$ cat src/rtl/spectrum_run_detector_if.sv
// Run-record handshake between the spectrum run detector and its consumer.
// The master side drives run_valid plus the (start bin, length) record.
// The slave side drives run_ready; a record moves on run_valid & run_ready.
interface spectrum_run_detector_if;
  logic        run_valid;
  logic        run_ready;
  logic [14:0] run_start_bin;
  logic [15:0] run_length;

  modport master (
    output run_valid,
    output run_start_bin,
    output run_length,
    input  run_ready
  );

  modport slave (
    input  run_valid,
    input  run_start_bin,
    input  run_length,
    output run_ready
  );
endinterface

$ cat src/rtl/spectrum_run_detector.sv
// Purpose: scans the occupancy bitmap after each thresholdingDone pulse and reports contiguous runs of set bins.
// Latency: per word RD_LAT+1 fetch cycles then one bin per cycle; a qualifying run ending on a bin is offered on the next cycle.
// Backpressure: a record is held stable while run_ready is low and bin processing stalls until it is accepted.
//
// Ports:
//   clk, rst_n                  clock, asynchronous active-low reset
//   thresholdingDone            start pulse (ignored unless idle)
//   transform_width_log2        log2 of bin count, 3..15, latched at start
//   min_run_len                 shortest run that is reported, latched at start
//   threshAddr / threshData     bitmap word read port (data RD_LAT cycles after address)
//   runIf                       run record valid/ready handshake (master side)
//   occupied_count              total set bins of the last scan
//   scan_busy, scan_done        scan in progress / one-cycle completion pulse
//
// Build option: define RUN_DC_MASK_EN to treat bin 0 (DC) as always empty.
module spectrum_run_detector #(
  parameter int RD_LAT = 1,
  parameter int WORD_W = 32
) (
  input  logic                   clk,
  input  logic                   rst_n,
  input  logic                   thresholdingDone,
  input  logic [4:0]             transform_width_log2,
  input  logic [15:0]            min_run_len,
  output logic [15:0]            threshAddr,
  input  logic [WORD_W-1:0]      threshData,
  spectrum_run_detector_if.master runIf,
  output logic [15:0]            occupied_count,
  output logic                   scan_busy,
  output logic                   scan_done
);

  localparam int BIT_W = $clog2(WORD_W);
  localparam logic [1:0] LAT_END = 2'(RD_LAT);

  typedef enum logic [2:0] {IDLE, FETCH, SCAN, EMIT, FINISH} state_t;

  state_t state, stateNext, resumeState, scanResume;

  logic [4:0]        widthLog2;
  logic [15:0]       minRunLen;
  logic [WORD_W-1:0] shiftReg;
  logic [BIT_W-1:0]  bitIdx;
  logic [14:0]       binCnt;
  logic [15:0]       runLen;
  logic [14:0]       runStart;
  logic [1:0]        latCnt;
  logic              runValidQ;
  logic [14:0]       runStartQ;
  logic [15:0]       runLengthQ;

  logic [16:0]       binSpan;
  logic [14:0]       lastBinIdx;
  logic              curBit;
  logic              lastBin;
  logic              lastInWord;
  logic [15:0]       endLen;
  logic [14:0]       endStart;
  logic              runEnds;
  logic              keepRun;
  logic              emitNow;

  assign runIf.run_valid     = runValidQ;
  assign runIf.run_start_bin = runStartQ;
  assign runIf.run_length    = runLengthQ;

  // Per-bin decode for the bit currently at the bottom of the shift register.
  always_comb begin
    binSpan    = 17'd1 << widthLog2;
    lastBinIdx = 15'(binSpan - 17'd1);
    curBit     = shiftReg[0];
`ifdef RUN_DC_MASK_EN
    if (binCnt == 15'd0) curBit = 1'b0;
`else
`endif
    lastBin    = (binCnt == lastBinIdx);
    // Small transforms (<32 bins) end the scan inside word 0.
    lastInWord = lastBin || (bitIdx == BIT_W'(WORD_W - 1));
    endLen     = curBit ? runLen + 16'd1 : runLen;
    endStart   = (runLen == 16'd0) ? binCnt : runStart;
    // A clear bit closes an open run; the final bin closes whatever is open,
    // including a run that begins and ends on it. No wrap to bin 0.
    runEnds    = (runLen != 16'd0 || curBit) && (!curBit || lastBin);
    keepRun    = (endLen >= minRunLen);
    emitNow    = (state == SCAN) && runEnds && keepRun;
    if (lastBin)         scanResume = FINISH;
    else if (lastInWord) scanResume = FETCH;
    else                 scanResume = SCAN;
  end

  always_ff @(posedge clk or negedge rst_n) begin
    if (!rst_n) state <= IDLE;
    else        state <= stateNext;
  end

  always_comb begin
    stateNext = state;
    scan_busy = 1'b0;
    scan_done = 1'b0;
    case (state)
      IDLE: begin
        if (thresholdingDone) stateNext = FETCH;
      end
      FETCH: begin
        scan_busy = 1'b1;
        if (latCnt == LAT_END) stateNext = SCAN;
      end
      SCAN: begin
        scan_busy = 1'b1;
        stateNext = emitNow ? EMIT : scanResume;
      end
      EMIT: begin
        scan_busy = 1'b1;
        if (runIf.run_ready) stateNext = resumeState;
      end
      FINISH: begin
        scan_done = 1'b1;
        stateNext = IDLE;
      end
      default: stateNext = IDLE;
    endcase
  end

  always_ff @(posedge clk or negedge rst_n) begin
    if (!rst_n) begin
      widthLog2      <= '0;
      minRunLen      <= '0;
      shiftReg       <= '0;
      bitIdx         <= '0;
      binCnt         <= '0;
      runLen         <= '0;
      runStart       <= '0;
      latCnt         <= '0;
      threshAddr     <= '0;
      occupied_count <= '0;
      runValidQ      <= 1'b0;
      runStartQ      <= '0;
      runLengthQ     <= '0;
      resumeState    <= IDLE;
    end else begin
      case (state)
        IDLE: begin
          if (thresholdingDone) begin
            widthLog2      <= transform_width_log2;
            minRunLen      <= min_run_len;
            occupied_count <= '0;
            binCnt         <= '0;
            bitIdx         <= '0;
            runLen         <= '0;
            runStart       <= '0;
            latCnt         <= '0;
            threshAddr     <= '0;
          end
        end
        FETCH: begin
          // threshAddr has been stable since entry, so the word is present
          // RD_LAT cycles into this state.
          if (latCnt == LAT_END) begin
            shiftReg <= threshData;
            bitIdx   <= '0;
            latCnt   <= '0;
          end else begin
            latCnt <= latCnt + 2'd1;
          end
        end
        SCAN: begin
          if (curBit) occupied_count <= occupied_count + 16'd1;
          if (runEnds) begin
            runLen <= '0;
            if (keepRun) begin
              runStartQ   <= endStart;
              runLengthQ  <= endLen;
              runValidQ   <= 1'b1;
              resumeState <= scanResume;
            end
          end else if (curBit) begin
            runLen <= runLen + 16'd1;
            if (runLen == 16'd0) runStart <= binCnt;
          end
          shiftReg <= shiftReg >> 1;
          bitIdx   <= bitIdx + 1'b1;
          binCnt   <= binCnt + 15'd1;
          // Address moves on while any record is pending; the next fetch
          // starts its latency count only after the record is accepted.
          if (lastInWord && !lastBin) threshAddr <= threshAddr + 16'd1;
        end
        EMIT: begin
          if (runIf.run_ready) runValidQ <= 1'b0;
        end
        default: ;
      endcase
    end
  end

endmodule

$ cat src/flat_wrapper.sv
// flat-port wrapper written by rule: the top's interface ports become plain ports
module spectrum_run_detector_flat 
#(
  parameter int RD_LAT = 1,
  parameter int WORD_W = 32
)
  (clk, rst_n, thresholdingDone, transform_width_log2, min_run_len, threshAddr, threshData, occupied_count, scan_busy, scan_done, runIf_run_valid, runIf_run_start_bin, runIf_run_length, runIf_run_ready);
  spectrum_run_detector_if runIf_i ();
  input  logic clk;
  input  logic rst_n;
  input  logic thresholdingDone;
  input  logic [4:0] transform_width_log2;
  input  logic [15:0] min_run_len;
  output logic [15:0] threshAddr;
  input  logic [WORD_W-1:0] threshData;
  output logic [15:0] occupied_count;
  output logic scan_busy;
  output logic scan_done;
  output wire logic [$bits(runIf_i.run_valid)-1:0] runIf_run_valid;
  output wire logic [$bits(runIf_i.run_start_bin)-1:0] runIf_run_start_bin;
  output wire logic [$bits(runIf_i.run_length)-1:0] runIf_run_length;
  input wire logic [$bits(runIf_i.run_ready)-1:0] runIf_run_ready;
  assign runIf_run_valid = runIf_i.run_valid;
  assign runIf_run_start_bin = runIf_i.run_start_bin;
  assign runIf_run_length = runIf_i.run_length;
  assign runIf_i.run_ready = runIf_run_ready;
  spectrum_run_detector #(.RD_LAT(RD_LAT), .WORD_W(WORD_W)) u_core (.clk(clk), .rst_n(rst_n), .thresholdingDone(thresholdingDone), .transform_width_log2(transform_width_log2), .min_run_len(min_run_len), .threshAddr(threshAddr), .threshData(threshData), .runIf(runIf_i), .occupied_count(occupied_count), .scan_busy(scan_busy), .scan_done(scan_done));
endmodule
$ cat config.mk
export PLATFORM = sky130hd
export DESIGN_NAME = spectrum_run_detector_flat
export DESIGN_NICKNAME = d
export VERILOG_FILES = /design/src/rtl/spectrum_run_detector_if.sv /design/src/rtl/spectrum_run_detector.sv /design/src/flat_wrapper.sv
export SDC_FILE = /design/constraint.sdc
export NUM_CORES = 1
export LEC_CHECK = 0
export BUFFER_PORTS_ARGS = -buffer_cell sky130_fd_sc_hd__clkbuf_2
export CORE_MARGIN = 3
export CORE_UTILIZATION = 53
export DETAILED_ROUTE_END_ITERATION = 8
export HOLD_SLACK_MARGIN = 0.1
export PLACE_DENSITY_LB_ADDON = 0.08
export SLEW_MARGIN = 20
export SYNTH_ARGS = -nofsm -noshare
export SYNTH_HDL_FRONTEND = slang
export SYNTH_SLANG_ARGS = --single-unit
export TNS_END_PERCENT = 5
$ cat constraint.sdc
create_clock -name clk -period 3.5 [get_ports clk]
set_input_delay 0.7 -clock clk [delete_from_list [all_inputs] [get_ports clk]]
set_output_delay 0.7 -clock clk [all_outputs]
set_load 0.02 [all_outputs]
==> results of run 1 <==
critical path, cell delays in order, from the launching register on:
cell       delay (ns)
dfrtp_1          0.36
and4_4           0.24
and3_4           0.19
nand4_1          0.13
nor2_2           0.13
nand4_1          0.16
xnor2_2          0.19
ha_1             0.30
nand4_1          0.20
nor3_1           0.22
and4b_1          0.24
o32ai_2          0.11
a211o_4          0.33
clkbuf_16        0.19
mux2_4           0.29
report_power, final:
group          internal [mW]  total (mW)  switching [mW]
Combinational          0.929        2.54            1.61
Sequential              2.40        2.65           0.246
Clock                   1.18        1.96           0.783
Total                   4.51        7.15            2.64
synth_stat cells (6+ instances only):
cell,instances
a21o_1,12
inv_1,29
nand2_1,135
a21oi_1,24
or3_1,6
a32o_1,16
o22ai_1,30
a22o_1,21
buf_2,12
xnor2_1,19
and3_1,18
mux2_2,7
mux2_4,26
nand4_1,19
dfrtp_1,176
nor3_1,7
o21ai_0,54
ha_1,24
clkbuf_1,44
mux2i_1,10
nor2_1,100
xor2_1,21
o31ai_1,9
nand3_1,30
layer usage:
metal / wire (um) / vias up
met4: 229 / 0
met1: 10220 / 3538
li1: - / 3598
met2: 9550 / 152
met3: 942 / 20
met5: 0 / -
flip-flops by register name, summed over array words and instances (netlist names), 5 cells and up:
register	flops
u_core.runIf.run_start_bin	15
u_core.shiftReg	32
u_core.runLen	16
u_core.widthLog2	5
u_core.binCnt	15
u_core.runIf.run_length	16
u_core.minRunLen	16
u_core.runStart	15
u_core.occupied_count	16
u_core.bitIdx	5
u_core.threshAddr	16
worst paths after layout:
kind	depth (start not counted)	startpoint	to
min reg2reg	1	u_core.bitIdx[3]	u_core.bitIdx[3]
max reg2reg	14	u_core.runLen[6]	u_core.runIf.run_start_bin[3]
min in group clk	3	transform_width_log2[2]	u_core.widthLog2[2]
max in group asynchronous	2	rst_n	u_core.binCnt[10]
min	1	rst_n	u_core.minRunLen[8]
max	14	u_core.runLen[6]	u_core.runIf.run_start_bin[3]
timing repair:
item / in CTS / in global routing
buffers inserted: 1 / 1
resized for setup: 2 / 11
setup endpoints to repair: 28 / 49
pin swaps: 0 / 6
cloned: 0 / 1
cells by family (layout without fill, tap and decap cells):
| family | after synthesis | after routing | share of synthesized area |
|---|---|---|---|
| AND/OR/NAND/NOR | 365 | 365 | 0.1890 |
| AO/OA/AOI/OAI | 202 | 202 | 0.1494 |
| flip-flops | 176 | 176 | 0.4807 |
| buffers and inverters | 94 | 229 | 0.04766 |
| multiplexers | 43 | 43 | 0.06214 |
| XOR/XNOR | 40 | 40 | 0.03824 |
| adder cells (fa/ha/maj) | 24 | 24 | 0.03278 |
area by class of cell:
type | count | area share
Clock inverter | 8 | 0.01189
Multi-Input combinational cell | 674 | 0.4066
Timing Repair Buffer | 169 | 0.09569
Sequential cell | 176 | 0.4063
Tap cell | 220 | 0.02540
Clock buffer | 23 | 0.04410
Inverter | 29 | 0.01004
==> summary.txt, run 1 <==
Outcome
  • Status: complete, no violations

Placement
  • Global placement routability congestion: 0.8536
  • Placed Area: a little over 10000 sq um
  • Placed Cells: 1265
  • DP Wirelength: ~14000 um
  • IO Port Bufs: 122
  • Post-place setup slack: -0.02198 ns

Global routing
  • Met1 usage: 0.3270
  • GRT overflow: 0
  • GRT busiest layer: met2
  • First-pass GRT wire length: ~34000 um
  • Initial antenna violation count: 0
  • Vias in the first global route: roughly 6.9k
  • GRT met3 Usage: 0.04419
  • GR Util met2: 0.3449
  • Largest net degree at the start of global routing: 63
  • GRT Overall Usage: 0.2247

Drt
  • Drt total wl: between 20000 and 25000 um
  • Initial DRC count: between 400 and 500
  • Drt wl/cell: roughly 16 um
  • Pre-antenna DRT Iters: 6
  • DR vias/cell: 5.626
  • DRT antenna net count: 0
  • DR vias: between 7k and 8k
  • Post-route DRC: 0

Clock network
  • Clk buf depth: 2
  • Total CTS buffers: 17
  • Clk_lat worst skew: 0.42 ns
  • CTS sink count: about 180
  • Root Buffer: clkbuf_16
  • Clk slew on worst S/H paths: 0.06 ns
  • H-Tree Depth: 4
  • TritonCTS clock tree: done
  • Hold-fix buffers at CTS: 0

Timing
  • Final min period: ~3.4 ns
  • Slew Limit Fails: 0
  • WHS: 0.2591 ns
  • Tcrit/Tclk final: 0.9713
  • Unrepaired setup endpoints after global routing: true
  • Fin Clk Skew: 0.005971 ns
  • Pin slew with the least headroom to its limit: ~1.0 ns
  • Fmax: between 200 and 300 MHz
  • Final WS setup: around 0.10 ns
  • Final Hold Fails: 0
  • Final setup violation count: 0
  • Setup_tns: 0 ns
  • Relative slew slack: 0.3038

Logic synthesis
  • Yosys warns: 0
  • Mean Syn Cell Area: between 9 and 10 sq um
  • Post-synthesis sequential area ratio: 0.4807
  • Number of synthesized register bits: 176
  • Syn nets: between 1k and 1.5k
  • Top post-synthesis cells by area: dfrtp_1 (48%), nand2_1 (5.5%), mux2_4 (4.3%)
  • Async S/R FF share, synth: 1.000
  • Unique cell type count in the Yosys netlist: 70
  • Gate Count Post-Synth: roughly 940
  • Number of synthesized flops with an enable pin: 0
  • Biggest area consumer among synthesized cells: dfrtp_1
  • Post-synth top area share: 0.4807
  • Mapped cell area: between 9000 and 10000 sq um
  • Top_reg_cell synth: dfrtp_1

Layout
  • Fraction of layout cells with a size suffix above 1: 0.2382
  • Finished Cell Area: about 11000 sq um
  • Nets: approximately 1.1k
  • Most common cell after layout, fill and taps aside: dfrtp_1
  • Fillers: between 1k and 1.5k
  • Register area: around 4400 sq um
  • Area taken by multi-input logic gates: between 4000 and 5000 sq um
  • Ant. Diodes: 0
  • Final std cells w/o fill: around 1.3k
  • Fin util: 0.6467
  • Most frequent cells in the layout: dfrtp_1 (176), nand2_1 (135), clkbuf_2 (121)
  • Area Overhead vs Synth: 18.31%

Setup path
  • Crit. End Element: flop
  • Worst Setup Path Type: flop to flop
  • Flop2flop setup slack: between 0.1 and 0.15 ns
  • Worst Path Required: roughly 3.8 ns
  • Crit path DAT: 3.71 ns
  • Worst-path maximum fanout: 10
  • Worst Setup Start Kind: flop

Power and ir drop
  • Maximum vdd drop: just under 400 uV
  • LEAKAGE: about 5.4 nW
  • Power Density: 659.6 nW/um^2
  • Total power: 7.149 mW

Die
  • Horiz. Die Dim: about 140 um
  • Die Y: around 140 um
  • Row count: 47
  • Starting Density: 0.5466
  • Die Area: 18900 sq um
  • # IOs: between 100 and 150
  • Core area: 16760 sq um

Hold path
  • Hold WC Path Type: primary input to asynchronous set/reset pin

Run
  • Maxcap violations: 0
Power figures use the tool's default switching activity.
==> inputs of run 2 (changes only) <==
Settings changed: CORE_UTILIZATION 53 to 56.
Clock period 3.5 ns to 4.4 ns, I/O delays scaled along.
==> run 2 against run 1 <==
  * Largest cell class is now flip-flops and latches
  * Core utilization is 1.1 points higher
  * Wire length decreased by 5.2%
  * Final cell count is 2.3% lower
  * Largest power group unchanged
  * Highest routed layer unchanged
  * Design area decreased by 3.2%
  * First-iteration DRC count down 5.1%
==> summary.txt, run 2 (synthesis results as in run 1) <==
Outcome
  • Status: complete, no violations

Timing
  • WHS: ~0.44 ns
  • Fmax: approximately 240 MHz
  • Final Hold Fails: 0
  • Final min period: 4.114 ns
  • Relative slew slack: 0.3262
  • Slew Limit Fails: 0
  • Tcrit/Tclk final: 0.9351
  • Unrepaired setup endpoints after global routing: false
  • Fin Clk Skew: about 0.0073 ns
  • Final setup violation count: 0
  • Pin slew with the least headroom to its limit: roughly 1.0 ns
  • Setup_tns: 0 ns

Global routing
  • GRT overflow: 0
  • GRT Overall Usage: 0.2275
  • Initial antenna violation count: 0
  • First-pass GRT wire length: around 34000 um
  • Vias in the first global route: 6829
  • Largest net degree at the start of global routing: 76

Layout
  • Nets: between 1k and 1.5k
  • Finished Cell Area: between 10000 and 15000 sq um
  • Most flops, register: u_core.shiftReg
  • Area Overhead vs Synth: 14.49%
  • Most common cell after layout, fill and taps aside: dfrtp_1
  • Most frequent cells in the layout: dfrtp_1 (176), nand2_1 (135), clkbuf_2 (121)
  • Fraction of layout cells with a size suffix above 1: 0.2108
  • Ant. Diodes: 0
  • Fillers: 1316
  • Max reg flops: 32
  • Fin util: 0.6579

Power and ir drop
  • LEAKAGE: around 5.2 nW
  • Cell internal pwr: between 3 and 4 mW
  • Clk network pwr share: 0.270
  • Seq pwr share: 0.387
  • Maximum vdd drop: 312.7 uV
  • Psw: 2.055 mW
  • Net Sw Frac: 0.3725
  • Logic pwr share: 0.342
  • Power Density: ~530 nW/um^2

Die
  • Die Y: ~130 um
  • Horiz. Die Dim: 133.9 um
  • Core area: 15940 sq um
  • Row count: 46
  • Die Area: between 15000 and 20000 sq um
  • Starting Density: 0.5746
  • # IOs: 123

Drt
  • Drt total wl: 19840 um
  • DRT antenna net count: 0
  • DR vias: 7153
  • Drt wl/cell: 15.64 um
  • Initial DRC count: 407
  • Post-route DRC: 0
  • Pre-antenna DRT Iters: 5
  • DR vias/cell: between 5 and 6

Setup path
  • Top delay family on crit path: compound AO/OA/AOI/OAI gates
  • Buffers & Inverters on Critical Path: 1
  • Worst Path Required: 4.71 ns
  • Worst-path cell chain: and4_1 -> and3_1 -> nand4_1 -> nor2_1 -> xor2_1 -> ha_1 -> a21o_1 -> a21o_1 -> a21oi_1 -> o21ai_0 -> o32ai_1 -> a211o_2 -> buf_4 -> mux2_2
  • Worst-path maximum fanout: 21
  • CP max stage delay: 0.53 ns
  • CP most frequent cell: a21o_1
  • Worst Setup Path Type: flop to flop
  • Worst Setup Start Kind: flop
  • Crit. End Element: flop
  • CP max stage cell: o32ai_1
  • Crit path DAT: roughly 4.4 ns

Clock network
  • Postcts setup bufs: 0
  • Clk buf depth: 2
  • CTS sink count: around 180
  • Total CTS buffers: 17
  • H-Tree Depth: 4
  • TritonCTS clock tree: done
  • Post-cts sizing count: 0
  • Clk slew on worst S/H paths: roughly 0.060 ns
  • Clk_lat worst skew: 0.43 ns
  • Root Buffer: clkbuf_16
  • Hold-fix buffers at CTS: 0

Placement
  • DP Wirelength: roughly 14000 um
  • Global placement routability congestion: approximately 0.91
  • IO Port Bufs: around 120
  • Placed Area: between 9000 and 10000 sq um

Run
  • Maxcap violations: 0

Hold path
  • Hold WC Path Type: primary input to asynchronous set/reset pin
run 2: changes by cell type in the layout (fill, tap and decap cells not counted), sizes merged:
cell | before | now
buf | 47 | 21
clkbuf | 145 | 146
clkinv | 0 | 1
bufinv | 3 | 1
run 2: cell type report:
class / instances / area (sq um) / area share
inverter: 29 / 108.9 / 0.01038
tap: 216 / 270.3 / 0.02577
multi-input combinational: 674 / 4337 / 0.4135
clock buffer: 25 / 515.5 / 0.04915
sequential: 176 / 4404 / 0.4199
timing repair buffer: 142 / 779.5 / 0.07432
clock inverter: 7 / 73.82 / 0.007038
run 2: worst paths after layout:
| check | start | endpoint | slack, ns | cells past startpoint |
|---|---|---|---|---|
| hold / removal | rst_n | u_core.minRunLen[10] | 0.44 | 1 |
| max in group asynchronous | rst_n | u_core.shiftReg[29] | 3.04 | 2 |
| min in group clk | u_core.latCnt[1] | u_core.latCnt[1] | 0.49 | 1 |
| setup / recovery | u_core.runLen[5] | u_core.runIf.run_length[11] | 0.29 | 14 |
| setup reg to reg | u_core.runLen[5] | u_core.runIf.run_length[11] | 0.29 | 14 |
| hold reg to reg | u_core.latCnt[1] | u_core.latCnt[1] | 0.49 | 1 |
run 2: stage by stage:
stage               setup slack, ns  total power [mW]  cells
floorplan                     1.038             3.565    944
global placement             0.4290             4.020   1237
detailed placement           0.3910             4.061   1237
CTS                          0.3540             5.556   1269
global route                0.05859             5.916   1269
finish                       0.2857             5.518   1269
run 2: layer usage:
layer | GRT usage | routed length (um) | vias to the layer above
li1 | - | - | 3530
met1 | 0.3310 | 9530 | 3429
met2 | 0.3411 | 8966 | 168
met3 | 0.04651 | 945 | 26
met4 | 0.08057 | 399 | 0
met5 | 0 | 0 | -
run 2: power by group through the flow:
stage | sequential (mW) | combinational (mW) | clock [mW]
6_report | 2.14 | 1.89 | 1.49
5_1_grt | 2.18 | 2.14 | 1.60
4_1_cts | 2.14 | 1.90 | 1.52
3_5_place_dp | 2.16 | 1.90 | 0
3_3_place_gp | 2.15 | 1.87 | 0
2_1_floorplan | 2.08 | 1.49 | 0
==> inputs of run 3 (changes only) <==
Settings changed: CORE_MARGIN 3 to unset, RECOVER_POWER set to 25.
==> run 3 against run 2 <==
  * Largest power group unchanged
  * The run now ends with capacitance limit, slew limit left
  * Sequential power is essentially flat
  * Hold slack gained 0.044 ns
  * Design area grew 0.38%
  * Core utilization grew 0.25 points
  * Sequential cell count is the same
  * First-iteration DRC count grew 27%
  * Setup slack gained 0.15 ns
  * Critical endpoint is now u_core.runIf.run_length[12]
  * Largest cell class unchanged
==> summary.txt, run 3 (synthesis results as in run 1) <==
Setup path
  • CP max stage delay: ~0.5 ns
  • Reg2reg path depth: 14
  • Top delay family on crit path: compound AO/OA/AOI/OAI gates
  • Flop2flop setup slack: roughly 0.43 ns
  • Worst-path cell chain: and4_1 -> and3_1 -> nand4_1 -> nor2_1 -> nand2_1 -> xnor2_1 -> ha_1 -> a21o_1 -> a21oi_1 -> o21ai_0 -> o32ai_1 -> a211o_2 -> buf_4 -> mux2_2
  • Critical Path Stages: 14
  • Crit Reg-Reg Endpoint: u_core.runIf.run_length[12]
  • Worst Setup Start Kind: flop
  • Crit path DAT: between 4 and 5 ns
  • Worst Setup Path Type: flop to flop
  • CP max stage cell: buf_4
  • Buffers & Inverters on Critical Path: 1
  • Worst Path Required: between 4 and 5 ns
  • Crit. End Element: flop
  • R2r startpoint: u_core.runLen[5]
  • Worst-path maximum fanout: 37

Drt
  • Initial DRC count: 516
  • Drt total wl: between 15000 and 20000 um
  • DRT antenna net count: 0
  • Drt wl/cell: 15.71 um
  • DR vias: between 7k and 8k
  • DR vias/cell: 5.702
  • Post-route DRC: 0
  • Pre-antenna DRT Iters: 5

Timing
  • Fmax: between 200 and 300 MHz
  • Slew Limit Fails: 86
  • Final min period: 3.969 ns
  • Relative slew slack: -0.4041
  • Final setup violation count: 0
  • Pin slew with the least headroom to its limit: between 2 and 2.5 ns
  • Unrepaired setup endpoints after global routing: false
  • Setup_tns: 0 ns
  • WHS: between 0.4 and 0.5 ns
  • Tcrit/Tclk final: 0.9020
  • Final Hold Fails: 0
  • Fin Clk Skew: 0.01058 ns

Die
  • # IOs: roughly 120
  • Horiz. Die Dim: between 100 and 150 um
  • Row count: 46
  • Die Y: 129.9 um
  • Core area: 15940 sq um
  • Die Area: ~17000 sq um
  • Starting Density: 0.5746

Clock network
  • CTS sink count: 176
  • Total CTS buffers: 17
  • TritonCTS clock tree: done
  • Clk buf depth: 2
  • Hold-fix buffers at CTS: 0
  • H-Tree Depth: 4
  • Clk slew on worst S/H paths: around 0.070 ns
  • Root Buffer: clkbuf_16
  • Post-cts sizing count: 0
  • Postcts setup bufs: 0
  • Clk_lat worst skew: 0.43 ns

Layout
  • Most frequent cells in the layout: dfrtp_1 (176), nand2_1 (135), clkbuf_2 (123)
  • Fraction of layout cells with a size suffix above 1: 0.2078
  • Most common cell after layout, fill and taps aside: dfrtp_1
  • Max reg flops: 32
  • Finished Cell Area: 10530 sq um
  • Area Overhead vs Synth: 14.93%
  • Nets: approximately 1.1k
  • Fin util: 0.6604
  • Ant. Diodes: 0
  • Most flops, register: u_core.shiftReg

Run
  • Maxcap violations: 2

Placement
  • Global placement routability congestion: 0.8144
  • DP Wirelength: roughly 13000 um
  • IO Port Bufs: around 120
  • Placed Area: around 9900 sq um

Hold path
  • Hold WC Path Type: flop to flop
  • Worst hold start: u_core.bitIdx[3]
  • Hold endpoint: u_core.bitIdx[3]
  • Hold path depth: 1

Global routing
  • First-pass GRT wire length: 33870 um
  • Vias in the first global route: a little under 7k
  • GRT Overall Usage: 0.2541
  • GRT overflow: 0
  • Initial antenna violation count: 0
  • Largest net degree at the start of global routing: 86

Power and ir drop
  • Total power: ~5.7 mW
  • Power Density: 545.6 nW/um^2
  • Maximum vdd drop: 311.7 uV
  • LEAKAGE: 5.176 nW

Outcome
  • Failing checks: capacitance limit, slew limit
  • Status: complete, but fails checks
run 3: worst max path at each step:
stage                        startpoint                             to
floorplan              u_core.runLen[5]          u_core.resumeState[0]
global placement       u_core.runLen[2]    u_core.runIf.run_length[10]
detailed placement  u_core.widthLog2[4]  u_core.runIf.run_start_bin[5]
CTS                    u_core.runLen[5]    u_core.runIf.run_length[11]
global route           u_core.runLen[5]    u_core.runIf.run_length[12]
finish                 u_core.runLen[5]    u_core.runIf.run_length[12]
run 3: where the power goes:
part | internal (mW) | switching (mW)
sequential | 1.91 | 0.256
combinational | 0.670 | 1.18
clock | 1.09 | 0.631
run 3: area by class of cell:
cell class                 count  area, sq um
clock buffer                  21        460.4
inverter                      29        108.9
tap                          216        270.3
fill                        1331         5414
multi-input combinational    674         4337
clock inverter                 9        205.2
sequential                   176         4404
timing repair buffer         140        743.2
run 3: routing by layer:
layer | global-route usage | share of wire | vias to the layer above
met1 | 0.3578 | 0.48 | 3524
met5 | 0 | 0 | -
met2 | 0.4036 | 0.47 | 152
met4 | 0.06293 | 0.0090 | 0
met3 | 0.05248 | 0.041 | 12
li1 | - | - | 3525
run 3: through the flow:
stage	worst slack, ns	instances
after floorplan	1.038	944
after global placement	0.5490	1235
after detailed placement	0.4540	1235
after CTS	0.4279	1265
after global routing	0.08943	1265
final	0.4312	1265
